===== config.mk =====
export PLATFORM = sky130hd
export DESIGN_NAME = lt24_pixel_port
export DESIGN_NICKNAME = d
export VERILOG_FILES = /design/src/rtl/lt24_pixel_port.sv
export SDC_FILE = /design/constraint.sdc
export NUM_CORES = 1
export LEC_CHECK = 0
export BUFFER_PORTS_ARGS = -buffer_cell sky130_fd_sc_hd__buf_4
export CORE_MARGIN = 4
export CORE_UTILIZATION = 40
export CTS_CLUSTER_DIAMETER = 80
export CTS_CLUSTER_SIZE = 20
export DETAILED_ROUTE_END_ITERATION = 10
export PLACE_DENSITY = 0.69
export SKIP_CTS_REPAIR_TIMING = 1
export SYNTH_ARGS = -nofsm -noshare
export SYNTH_HDL_FRONTEND = slang
export SYNTH_SLANG_ARGS = --single-unit

===== constraint.sdc =====
create_clock -name clock -period 6.5 [get_ports clock]
set_input_delay 1.3 -clock clock [delete_from_list [all_inputs] [get_ports clock]]
set_output_delay 1.3 -clock clock [all_outputs]
set_load 0.05 [all_outputs]

===== src/rtl/lt24_pixel_port.sv =====
// LT24 pixel responder: turns accepted (x, y, pixel) requests into 8080-style panel bus writes.
// Define LT24_PIXEL_STREAM_EN to stream address-sequential pixels as single data writes.
module lt24_pixel_port #(
  parameter int WIDTH   = 240,
  parameter int HEIGHT  = 320,
  parameter int WR_LOW  = 2,
  parameter int WR_HIGH = 2
) (
  input  logic        clock,
  input  logic        reset,
  input  logic [7:0]  xAddr,
  input  logic [8:0]  yAddr,
  input  logic [15:0] pixelData,
  input  logic        pixelWrite,
  output logic        pixelReady,
  output logic        addrError,
  output logic        LT24Wr_n,
  output logic        LT24Rd_n,
  output logic        LT24CS_n,
  output logic        LT24RS,
  output logic [15:0] LT24Data
);
  localparam logic [15:0] X_LAST   = 16'(WIDTH - 1);
  localparam logic [15:0] Y_LAST   = 16'(HEIGHT - 1);
  localparam logic [7:0]  LO_END   = 8'(WR_LOW - 1);
  localparam logic [7:0]  HI_END   = 8'(WR_HIGH - 1);
  localparam logic [3:0]  SLOT_PIX = 4'd11;

  typedef struct packed {
    logic [7:0]  x;
    logic [8:0]  y;
    logic [15:0] d;
  } pix_t;

  typedef enum logic [2:0] {S_IDLE, S_CHECK, S_WR_LO, S_WR_HI, S_DONE} state_t;

  state_t      state, state_d;
  pix_t        pix_q;
  logic [3:0]  slot_q, slot_d;
  logic [7:0]  cnt_q, cnt_d;
  logic        accept, oor, stream_hit;
  logic [15:0] x16, y16;
  logic        ready_d, err_d, wr_n_d, cs_n_d, rs_d;
  logic [15:0] data_d;

  assign x16      = {8'd0, pix_q.x};
  assign y16      = {7'd0, pix_q.y};
  assign accept   = (state == S_IDLE) && pixelWrite && pixelReady;
  assign oor      = (x16 > X_LAST) || (y16 > Y_LAST);
  assign LT24Rd_n = 1'b1;

  always_ff @(posedge clock)
    if (accept) pix_q <= {xAddr, yAddr, pixelData};

`ifdef LT24_PIXEL_STREAM_EN
  // Panel auto-increments inside the column window x..WIDTH-1, wrapping to winX on the next row.
  logic       win_vld_q, win_seq_q;
  logic [7:0] win_x_q, exp_x_q, org_x;
  logic [8:0] exp_y_q;

  assign stream_hit = win_vld_q && (pix_q.x == exp_x_q) && (pix_q.y == exp_y_q);
  assign org_x      = win_seq_q ? pix_q.x : win_x_q;

  always_ff @(posedge clock) begin
    if (reset) begin
      win_vld_q <= 1'b0;
      win_seq_q <= 1'b0;
      win_x_q   <= '0;
      exp_x_q   <= '0;
      exp_y_q   <= '0;
    end else begin
      if (state == S_CHECK) win_seq_q <= !stream_hit;
      if (state == S_DONE) begin
        win_x_q <= org_x;
        if (x16 < X_LAST) begin
          exp_x_q   <= pix_q.x + 8'd1;
          exp_y_q   <= pix_q.y;
          win_vld_q <= 1'b1;
        end else if (y16 < Y_LAST) begin
          exp_x_q   <= org_x;
          exp_y_q   <= pix_q.y + 9'd1;
          win_vld_q <= 1'b1;
        end else begin
          win_vld_q <= 1'b0;
        end
      end
    end
  end
`else
  assign stream_hit = 1'b0;
`endif

  always_ff @(posedge clock) begin
    if (reset) begin
      state  <= S_IDLE;
      slot_q <= '0;
      cnt_q  <= '0;
    end else begin
      state  <= state_d;
      slot_q <= slot_d;
      cnt_q  <= cnt_d;
    end
  end

  always_comb begin
    state_d = state;
    slot_d  = slot_q;
    cnt_d   = cnt_q;
    case (state)
      S_IDLE:  if (accept) state_d = S_CHECK;
      S_CHECK: begin
        if (oor) begin
          state_d = S_IDLE;
        end else begin
          state_d = S_WR_LO;
          cnt_d   = '0;
          slot_d  = stream_hit ? SLOT_PIX : 4'd0;
        end
      end
      S_WR_LO: begin
        if (cnt_q == LO_END) begin
          state_d = S_WR_HI;
          cnt_d   = '0;
        end else begin
          cnt_d = cnt_q + 8'd1;
        end
      end
      S_WR_HI: begin
        if (cnt_q == HI_END) begin
          cnt_d = '0;
          if (slot_q == SLOT_PIX) begin
            state_d = S_DONE;
          end else begin
            state_d = S_WR_LO;
            slot_d  = slot_q + 4'd1;
          end
        end else begin
          cnt_d = cnt_q + 8'd1;
        end
      end
      S_DONE:  state_d = S_IDLE;
      default: state_d = S_IDLE;
    endcase
  end

  // Outputs are registered from the next state so data, RS and the Wr_n fall share one edge.
  always_comb begin
    ready_d = (state_d == S_IDLE);
    err_d   = (state == S_CHECK) && oor;
    wr_n_d  = (state_d != S_WR_LO);
    cs_n_d  = !((state_d == S_WR_LO) || (state_d == S_WR_HI));
    rs_d    = LT24RS;
    data_d  = LT24Data;
    if ((state_d == S_WR_LO) && (state != S_WR_LO)) begin
      case (slot_d)
        4'd0:    {rs_d, data_d} = {1'b0, 16'h002A};
        4'd1:    {rs_d, data_d} = {1'b1, 8'h00, x16[15:8]};
        4'd2:    {rs_d, data_d} = {1'b1, 8'h00, x16[7:0]};
        4'd3:    {rs_d, data_d} = {1'b1, 8'h00, X_LAST[15:8]};
        4'd4:    {rs_d, data_d} = {1'b1, 8'h00, X_LAST[7:0]};
        4'd5:    {rs_d, data_d} = {1'b0, 16'h002B};
        4'd6:    {rs_d, data_d} = {1'b1, 8'h00, y16[15:8]};
        4'd7:    {rs_d, data_d} = {1'b1, 8'h00, y16[7:0]};
        4'd8:    {rs_d, data_d} = {1'b1, 8'h00, Y_LAST[15:8]};
        4'd9:    {rs_d, data_d} = {1'b1, 8'h00, Y_LAST[7:0]};
        4'd10:   {rs_d, data_d} = {1'b0, 16'h002C};
        default: {rs_d, data_d} = {1'b1, pix_q.d};
      endcase
    end
  end

  always_ff @(posedge clock) begin
    if (reset) begin
      pixelReady <= 1'b0;
      addrError  <= 1'b0;
      LT24Wr_n   <= 1'b1;
      LT24CS_n   <= 1'b1;
      LT24RS     <= 1'b1;
      LT24Data   <= '0;
    end else begin
      pixelReady <= ready_d;
      addrError  <= err_d;
      LT24Wr_n   <= wr_n_d;
      LT24CS_n   <= cs_n_d;
      LT24RS     <= rs_d;
      LT24Data   <= data_d;
    end
  end
endmodule


Word level (Yosys, flattened, before mapping)
Cells that the tools add are included.

$add $sub $neg: 2. $lt $le $gt $ge: 2. Equal/unequal tests: 20. Muxes and demuxes: 15. Reductions and logical operators: 15.

Operators with widths (count): one-hot mux 16 bit (10 select lines) (1); equality test 4 x 3 -> 1 bit (second input constant) (4); equality test 4 bit (second input constant) (4); two-way mux 8 bit (2); one-hot mux 8 bit (2 select lines) (1); equality test 3 x 2 -> 1 bit (second input constant) (4); two-way mux 3 bit (4); two-way mux 4 bit (3); one-hot mux 3 bit (4 select lines) (1); > comparator 9 bit (second input constant) (1); adder 8 x 1 -> 8 bit (second input constant) (1); equality test 4 x 2 -> 1 bit (second input constant) (2); equality test 8 x 1 -> 1 bit (second input constant) (1); > comparator 8 bit (second input constant) (1); one-hot mux 4 bit (2 select lines) (1); zero test 3 bit (2); inequality test 3 x 2 -> 1 bit (second input constant) (2); adder 4 x 1 -> 4 bit (second input constant) (1); equality test 4 x 1 -> 1 bit (second input constant) (1); logical AND 1 bit (4); zero test 4 bit (1); OR reduction 2 bit (2); equality test 3 x 1 -> 1 bit (second input constant) (1); OR reduction 3 bit (1); other kinds (7) (8).

Flip-flop bits (word level): 69. Bits of input ports: 36. Output and inout bits: 22. Word-level logic and storage cells: 66.

Logic depth before layout (Yosys ltp)
Gate-level depths: netlist (run 1).

Depth after elaboration: 8. Mapped depth: 11. Depth with buffers taken out: 9.

Worst setup path after synthesis (run 1)
Ideal clock, no wire load.

Kind: input port to flip-flop. Start: input port pixelWrite. End: register LT24Data[4]. Library setup time: 0.088 ns. Data arrival time: 5.867 ns. Data required time: 6.412 ns. Slack: 0.545 ns. Stages: 7. Path buffers: 0. Cell sequence: nand2_1 > nor4_1 > a311o_2 > o22ai_2 > nor3b_4 > a221oi_2 > nor4_2.

Word-level cells in the longest chain between the ends: 6.

Ends and longest elaborated chain: from (decl) (RTL line 14) `input logic pixelWrite,`; logical AND 1 bit (2 in a row) (RTL line 48) `assign accept = (state == S_IDLE) && pixelWrite && pixelReady;`; named net accept (RTL line 41) `logic accept, oor, stream_hit;`; two-way mux 3 bit (RTL line 110) `S_IDLE: if (accept) state_d = S_CHECK;`; one-hot mux 3 bit (4 select lines) (RTL line 109) `case (state)`; equality test 3 x 2 -> 1 bit (RTL line 154) `if ((state_d == S_WR_LO) && (state != S_WR_LO)) begin`; logical AND 1 bit (RTL line 154); to (signal assigned) (RTL line 186) `LT24Data <= data_d;`; to (decl) (RTL line 21) `output logic [15:0] LT24Data`.

The timed path passes the listed nets, and every way through them passes these cells. A chain may end at the register's enable or synchronous reset.

Final worst setup path (run 1)
Start: register cnt_q[0]. End: register LT24Data[0].

Word-level cells in the longest chain between the ends: 6. Elaborated cells between the ends (all ways): 21. Those cells by class: 12 x eq/ne; 6 x mux; 3 x reduce/logical.

Ends and longest elaborated chain: from (decl) (RTL line 40) `logic [7:0] cnt_q, cnt_d;`; from (signal assigned) (RTL line 101) `cnt_q <= cnt_d;`; equality test 8 x 1 -> 1 bit * (RTL line 121, 129); two-way mux 4 bit (RTL line 129) `if (cnt_q == HI_END) begin`; one-hot mux 4 bit (2 select lines) (RTL line 109); equality test 4 x 2 -> 1 bit or equality test 4 x 1 -> 1 bit (tied branches) (RTL line 155) `case (slot_d)`; OR reduction 2 bit (no source line); one-hot mux 16 bit (10 select lines) (RTL line 155).

Every way passes the cells marked *; elsewhere a longest branch is shown, timed or not.

==> results of run 1 <==
[routing by layer]
metal	up-vias	wire length (um)	GRT usage, %
li1	1158	-	-
met1	1121	2940	20.0
met2	62	3300	25.2
met3	13	388	5.00
met4	0	163	7.11
met5	-	0	0
[per-stage QoR]
stage                     instance area (sq um)  worst slack, ns  power, mW  cells  utilization [%]
after floorplan                            3100            0.545      0.531    281                -
after global placement                     3570             2.92      0.558    423             48.2
after detailed placement                   3570             2.80      0.560    423             48.2
after CTS                                  3760             3.17      0.898    439             50.7
after global routing                       3760             2.91      0.919    439             50.7
final                                      3760             3.16      0.886    439             50.7
[power groups by stage]
stage	combinational [mW]	sequential [mW]	clock [mW]
2_1_floorplan	0.0316	0.499	0
3_3_place_gp	0.0673	0.491	0
3_5_place_dp	0.0689	0.491	0
4_1_cts	0.0690	0.482	0.347
5_1_grt	0.0741	0.483	0.361
6_report	0.0679	0.482	0.336
[cell usage in the layout, fill, tap and decap left out, types with 3 or more instances in the layout]
cell and count:
buf_4 58, dfxtp_1 36, edfxtp_1 33, a21oi_1 26
nor2_1 22, nand2_1 21, nand3_1 12, inv_1 11
clkbuf_8 10, o21ai_0 8, a31oi_1 5, a22oi_1 5
xor2_1 5, nor3_1 4, nand3b_1 4, o31ai_1 4
clkbuf_1 4, nor4_2 3, nand4_1 3, nand2b_1 3
and3_1 3, ha_1 3
[logic make-up (layout without fill, tap and decap cells)]
| family | after synthesis | after routing | share of synthesized area [%] |
|---|---|---|---|
| compound gates | 69 | 69 | 15.8 |
| xor+xnor | 7 | 7 | 1.98 |
| fa+ha+maj | 3 | 3 | 1.21 |
| buf+inv | 26 | 85 | 4.32 |
| flops | 69 | 69 | 55.3 |
| mux | 6 | 6 | 2.30 |
| other cells | 1 | 1 | 0.121 |
| simple gates | 100 | 100 | 19.1 |
[area by class of cell]
| class | count | area (sq um) | area share, % |
|---|---|---|---|
| flip-flops and latches | 69 | 1710 | 45.5 |
| clock inverters | 2 | 35.0 | 0.932 |
| well taps | 99 | 124 | 3.30 |
| clock buffers | 14 | 153 | 4.06 |
| inverters | 11 | 41.3 | 1.10 |
| multi-input cells | 186 | 1260 | 33.5 |
| repair buffers | 58 | 435 | 11.6 |
[final timing paths]
kind | from | endpoint | slack [ns] | cells past startpoint
max reg2reg | cnt_q[0] | LT24Data[0] | 3.16 | 7
min reg2reg | LT24Data[8] | LT24Data[8] | 0.45 | 2
min | LT24Data[8] | LT24Data[8] | 0.45 | 2
max | cnt_q[0] | LT24Data[0] | 3.16 | 7
[flip-flops by register name, indices dropped and copies added (netlist names)]
signal / count
cnt_q: 8
state: 3
pixelReady: 1
pix_q: 33
addrError: 1
LT24Data: 16
LT24RS: 1
slot_q: 4
LT24Wr_n: 1
LT24CS_n: 1
[worst reg2reg max path: stages (launching register included)]
cell and delay, ns:
dfxtp_1 0.43, ha_1 0.20, or4b_1 0.64, nor2_2 0.35, a311o_2 0.29, a311o_1 0.86
a221oi_1 0.25, a211oi_1 0.24
==> flow_metrics.env, run 1 <==
export IMPL_area_growth_pct=21.3
export IMPL_diodes=0
export IMPL_crit_fanout=28
export IMPL_max_freq_mhz=300
export IMPL_dp_hpwl_um=4870
export IMPL_cts_buffers=9
export IMPL_synth_cell_types=64
export IMPL_io_buffers=56
export IMPL_p_clk_share_pct=37.9
export IMPL_path_clk_slew_ns=0.07
export IMPL_finalSetupTns_ns=0
export IMPL_path_class="flip-flop to flip-flop"
export IMPL_synth_area_leader_cell="edfxtp_1"
export IMPL_p_leak_nw=1.38
export IMPL_worst_pin_slew_ns=1.09
export IMPL_critPathRequiredTime_ns=6.76
export IMPL_synth_seq_cells=69
export IMPL_num_io_pins=58
export IMPL_ir_drop_mv=0.152
export IMPL_final_period_utilization_pct=51.4
export IMPL_swShare_pct=22.3
export IMPL_setup_violations=0
export IMPL_p_int_mw=0.688
export IMPL_grt_max_degree=36
export IMPL_die_h_um=96.0
export IMPL_slowest_delay_ns=0.86
export IMPL_syn_area_per_cell_sq_um=11.0
export IMPL_synth_fp_nets=320
export IMPL_cts_root_buf="clkbuf_8"
export IMPL_n_fill_cell=686
export IMPL_async_flop_share_pct=0
export IMPL_via_per_inst=5.36
export IMPL_pwr_density_cell_nw_per_um2=236
export IMPL_holdWs_ns=0.454
export IMPL_hold_viol=0
export IMPL_synth_main_ff_cell="dfxtp_1"
export IMPL_synthMostInstantiatedCell="dfxtp_1"
export IMPL_slowest_stage="a311o_1"
export IMPL_p_comb_share_pct=7.7
export IMPL_first_pass_iters=4
export IMPL_crit_chain="ha_1, or4b_1, nor2_2, a311o_2, a311o_1, a221oi_1, a211oi_1"
export IMPL_routed_wl_um=6790
export IMPL_fp_dieW_um=96.0
export IMPL_drv_slew=0
export IMPL_timing_critical_path_buf_inv=0
export IMPL_clockBufferDepth=2
export IMPL_netlist_instances=281
export IMPL_start_util_pct=41.8
export IMPL_drv_cap=0
export IMPL_drive_gt1_share_pct=27.4
export IMPL_fin_skew_ns=0.00594
export IMPL_ys_seq_area_share_pct=55.3
export IMPL_grt_pass1_vias=2359
export IMPL_drc=0
export IMPL_crit_path_start_kind="flip-flop"
export IMPL_fin_crit_ns=3.34
export IMPL_synth_top_area_share_pct=32.0
export IMPL_grt_pass1_wl_um=11200
export IMPL_worstSetupEndpointType="flip-flop"
export IMPL_grt_remaining_overflow=0
export IMPL_p_seq_share_pct=54.4
export IMPL_cts_tree="done"
export IMPL_worstHoldPathType="flip-flop to flip-flop"
export IMPL_rows=31
export IMPL_via_count=2354
export IMPL_ant_nets=0
export IMPL_switching_power_mw=0.198
export IMPL_yosysWarnings=0
export IMPL_core_area_sq_um=7410
export IMPL_crit_arrival_ns=3.60
export IMPL_fin_nets=374
export IMPL_synthTopCellsByArea="edfxtp_1 32%, dfxtp_1 23%, a21oi_1 4.2%, nor2_1 2.7%, nand2_1 2.5%"
export IMPL_grt_use_total_pct=16.0
export IMPL_htree_levels=3
export IMPL_routedWlPerCell_um=15.5
export IMPL_syn_area_sq_um=3100
export IMPL_rsz0062_at_grt="false"
export IMPL_slew_headroom_pct=27.4
export IMPL_synth_top_cells_by_count="36 x dfxtp_1, 33 x edfxtp_1, 26 x a21oi_1"
export IMPL_clock_sinks=69
export IMPL_antenna_found_initial=0
export IMPL_die_area_sq_um=9220
export IMPL_drtIter0Drc=110
export IMPL_synth_edf_count=33
export IMPL_routabilityCongestion=0.776
export IMPL_status="finished, final reports clean"
export IMPL_crit_family="compound AO/OA/AOI/OAI gates"
export IMPL_clkLatencyLatePin_ns=0.34
No activity file was read; power rests on OpenSTA's default activity.
==> run 2, diff against run 1 <==
==> constraint.sdc (replaced) <==
create_clock -name clock -period 3.3 [get_ports clock]
set_input_delay 0.66 -clock clock [delete_from_list [all_inputs] [get_ports clock]]
set_output_delay 0.66 -clock clock [all_outputs]
set_load 0.05 [all_outputs]
==> flow_metrics.env, run 2 (synthesis results as in run 1) <==
export IMPL_htree_levels=3
export IMPL_routabilityCongestion=0.878
export IMPL_largestRegisters="pix_q (33), LT24Data (16), cnt_q (8)"
export IMPL_grt_remaining_overflow=0
export IMPL_postPlaceCellArea_sq_um=3640
export IMPL_antenna_found_initial=0
export IMPL_grt_pass1_vias=2315
export IMPL_final_setup_worst_slack_ns=0.269
export IMPL_cts_root_buf="clkbuf_8"
export IMPL_worstSetupEndpointType="flip-flop"
export IMPL_ir_drop_mv=0.302
export IMPL_grt_use_total_pct=15.9
export IMPL_p_int_mw=1.36
export IMPL_fin_skew_ns=0.0122
export IMPL_min_path_cells=2
export IMPL_drtIter0Drc=131
export IMPL_worstHoldPathType="flip-flop to flip-flop"
export IMPL_routedWlPerCell_um=15.2
export IMPL_slowest_stage="or4b_1"
export IMPL_num_io_pins=58
export IMPL_drc=0
export IMPL_final_area_sq_um=3840
export IMPL_clock_sinks=69
export IMPL_setup_violations=0
export IMPL_diodes=0
export IMPL_stdcell_count=447
export IMPL_critPathRequiredTime_ns=3.52
export IMPL_grt_max_degree=35
export IMPL_final_period_utilization_pct=91.8
export IMPL_reg2regPathDepth=8
export IMPL_via_per_inst=5.33
export IMPL_worst_pin_slew_ns=0.720
export IMPL_slew_headroom_pct=52.0
export IMPL_dp_hpwl_um=4920
export IMPL_path_clk_slew_ns=0.08
export IMPL_drv_slew=0
export IMPL_status="finished, final reports clean"
export IMPL_largest_register="pix_q"
export IMPL_pwr_density_cell_nw_per_um2=468
export IMPL_layout_common_cells="66 x buf_4, 36 x dfxtp_1, 33 x edfxtp_1"
export IMPL_fp_dieW_um=96.0
export IMPL_final_common_cell="buf_4"
export IMPL_rsz0062_at_grt="false"
export IMPL_multi_input_area_sq_um=1270
export IMPL_fin_crit_ns=3.03
export IMPL_crit_fanout=9
export IMPL_place_ws_ns=0.281
export IMPL_n_fill_cell=667
export IMPL_p_comb_share_pct=7.8
export IMPL_grt_pass1_wl_um=11000
export IMPL_area_growth_pct=24.1
export IMPL_fin_nets=382
export IMPL_cts_buffers=9
export IMPL_die_h_um=96.0
export IMPL_via_count=2383
export IMPL_largest_reg_flops=33
export IMPL_cts_tree="done"
export IMPL_rows=31
export IMPL_routed_wl_um=6810
export IMPL_max_freq_mhz=330
export IMPL_p_clk_share_pct=39.5
export IMPL_clockBufferDepth=2
export IMPL_crit_chain="ha_1, or4b_1, nor4_1, mux2_2, a22o_2, and2_1, a311oi_2, a21oi_1"
export IMPL_core_area_sq_um=7410
export IMPL_slowest_delay_ns=0.63
export IMPL_finalSetupTns_ns=0
export IMPL_crit_path_start_kind="flip-flop"
export IMPL_ant_nets=0
export IMPL_dp_cells=431
export IMPL_p_leak_nw=1.43
export IMPL_die_area_sq_um=9220
export IMPL_io_buffers=56
export IMPL_drv_cap=0
export IMPL_swShare_pct=24.2
export IMPL_start_util_pct=41.8
export IMPL_crit_arrival_ns=3.25
export IMPL_drive_gt1_share_pct=30.2
export IMPL_p_seq_share_pct=52.7
export IMPL_clkLatencyLatePin_ns=0.34
export IMPL_path_class="flip-flop to flip-flop"
export IMPL_first_pass_iters=4
export IMPL_ff_latch_area_sq_um=1710
export IMPL_hold_viol=0
export IMPL_switching_power_mw=0.435
run 2: cell count changes in the layout (fill, tap and decap cells not counted):
cell,delta
clkinv_2,-1
buf_4,+8
clkinvlp_4,+1
nor4_4,+1
nor4_2,-1
clkbuf_1,-4
inv_4,+2
inv_6,+2
run 2: layout make-up:
cell class                 count  share of cell area [%]
tap                           99                    3.22
timing repair buffer          66                    12.9
clock inverter                 6                    1.76
sequential                    69                    44.5
clock buffer                  10                    3.58
inverter                      11                    1.07
multi-input combinational    186                    33.0
run 2: critical path: cells and delay by family (launching register included):
kind,cells,cell delay (ns)
flops,1,0.41
mux,1,0.38
fa+ha+maj,1,0.19
simple gates,3,1.24
compound gates,3,0.69
run 2: metrics by stage:
step / power [mW] / utilization, % / hold slack (ns)
6_report: 1.80 / 51.9 / 0.458
4_1_cts: 1.82 / 51.9 / 0.461
5_1_grt: 1.87 / 51.9 / 0.452
2_1_floorplan: 1.05 / - / 0.448
3_3_place_gp: 1.11 / 49.1 / 0.440
3_5_place_dp: 1.11 / 49.1 / 0.449
run 2: final timing paths:
path	endpoint	slack, ns	from
min	LT24Data[10]	0.46	LT24Data[10]
min reg2reg	LT24Data[10]	0.46	LT24Data[10]
max reg2reg	LT24Data[6]	0.27	cnt_q[0]
max	LT24Data[6]	0.27	cnt_q[0]
run 2: power groups by stage:
stage	sequential (mW)	clock [mW]	combinational (mW)
floorplan	0.982	0	0.0639
global placement	0.966	0	0.140
detailed placement	0.967	0	0.142
CTS	0.947	0.728	0.142
global route	0.950	0.767	0.152
finish	0.947	0.711	0.141
run 2: metal layers:
metal | GRT usage [%] | vias to the layer above | wire length (um)
met5 | 0 | - | 0
met4 | 7.58 | 0 | 122
met3 | 5.00 | 11 | 395
met2 | 24.2 | 69 | 3190
met1 | 20.4 | 1125 | 3100
li1 | - | 1178 | -
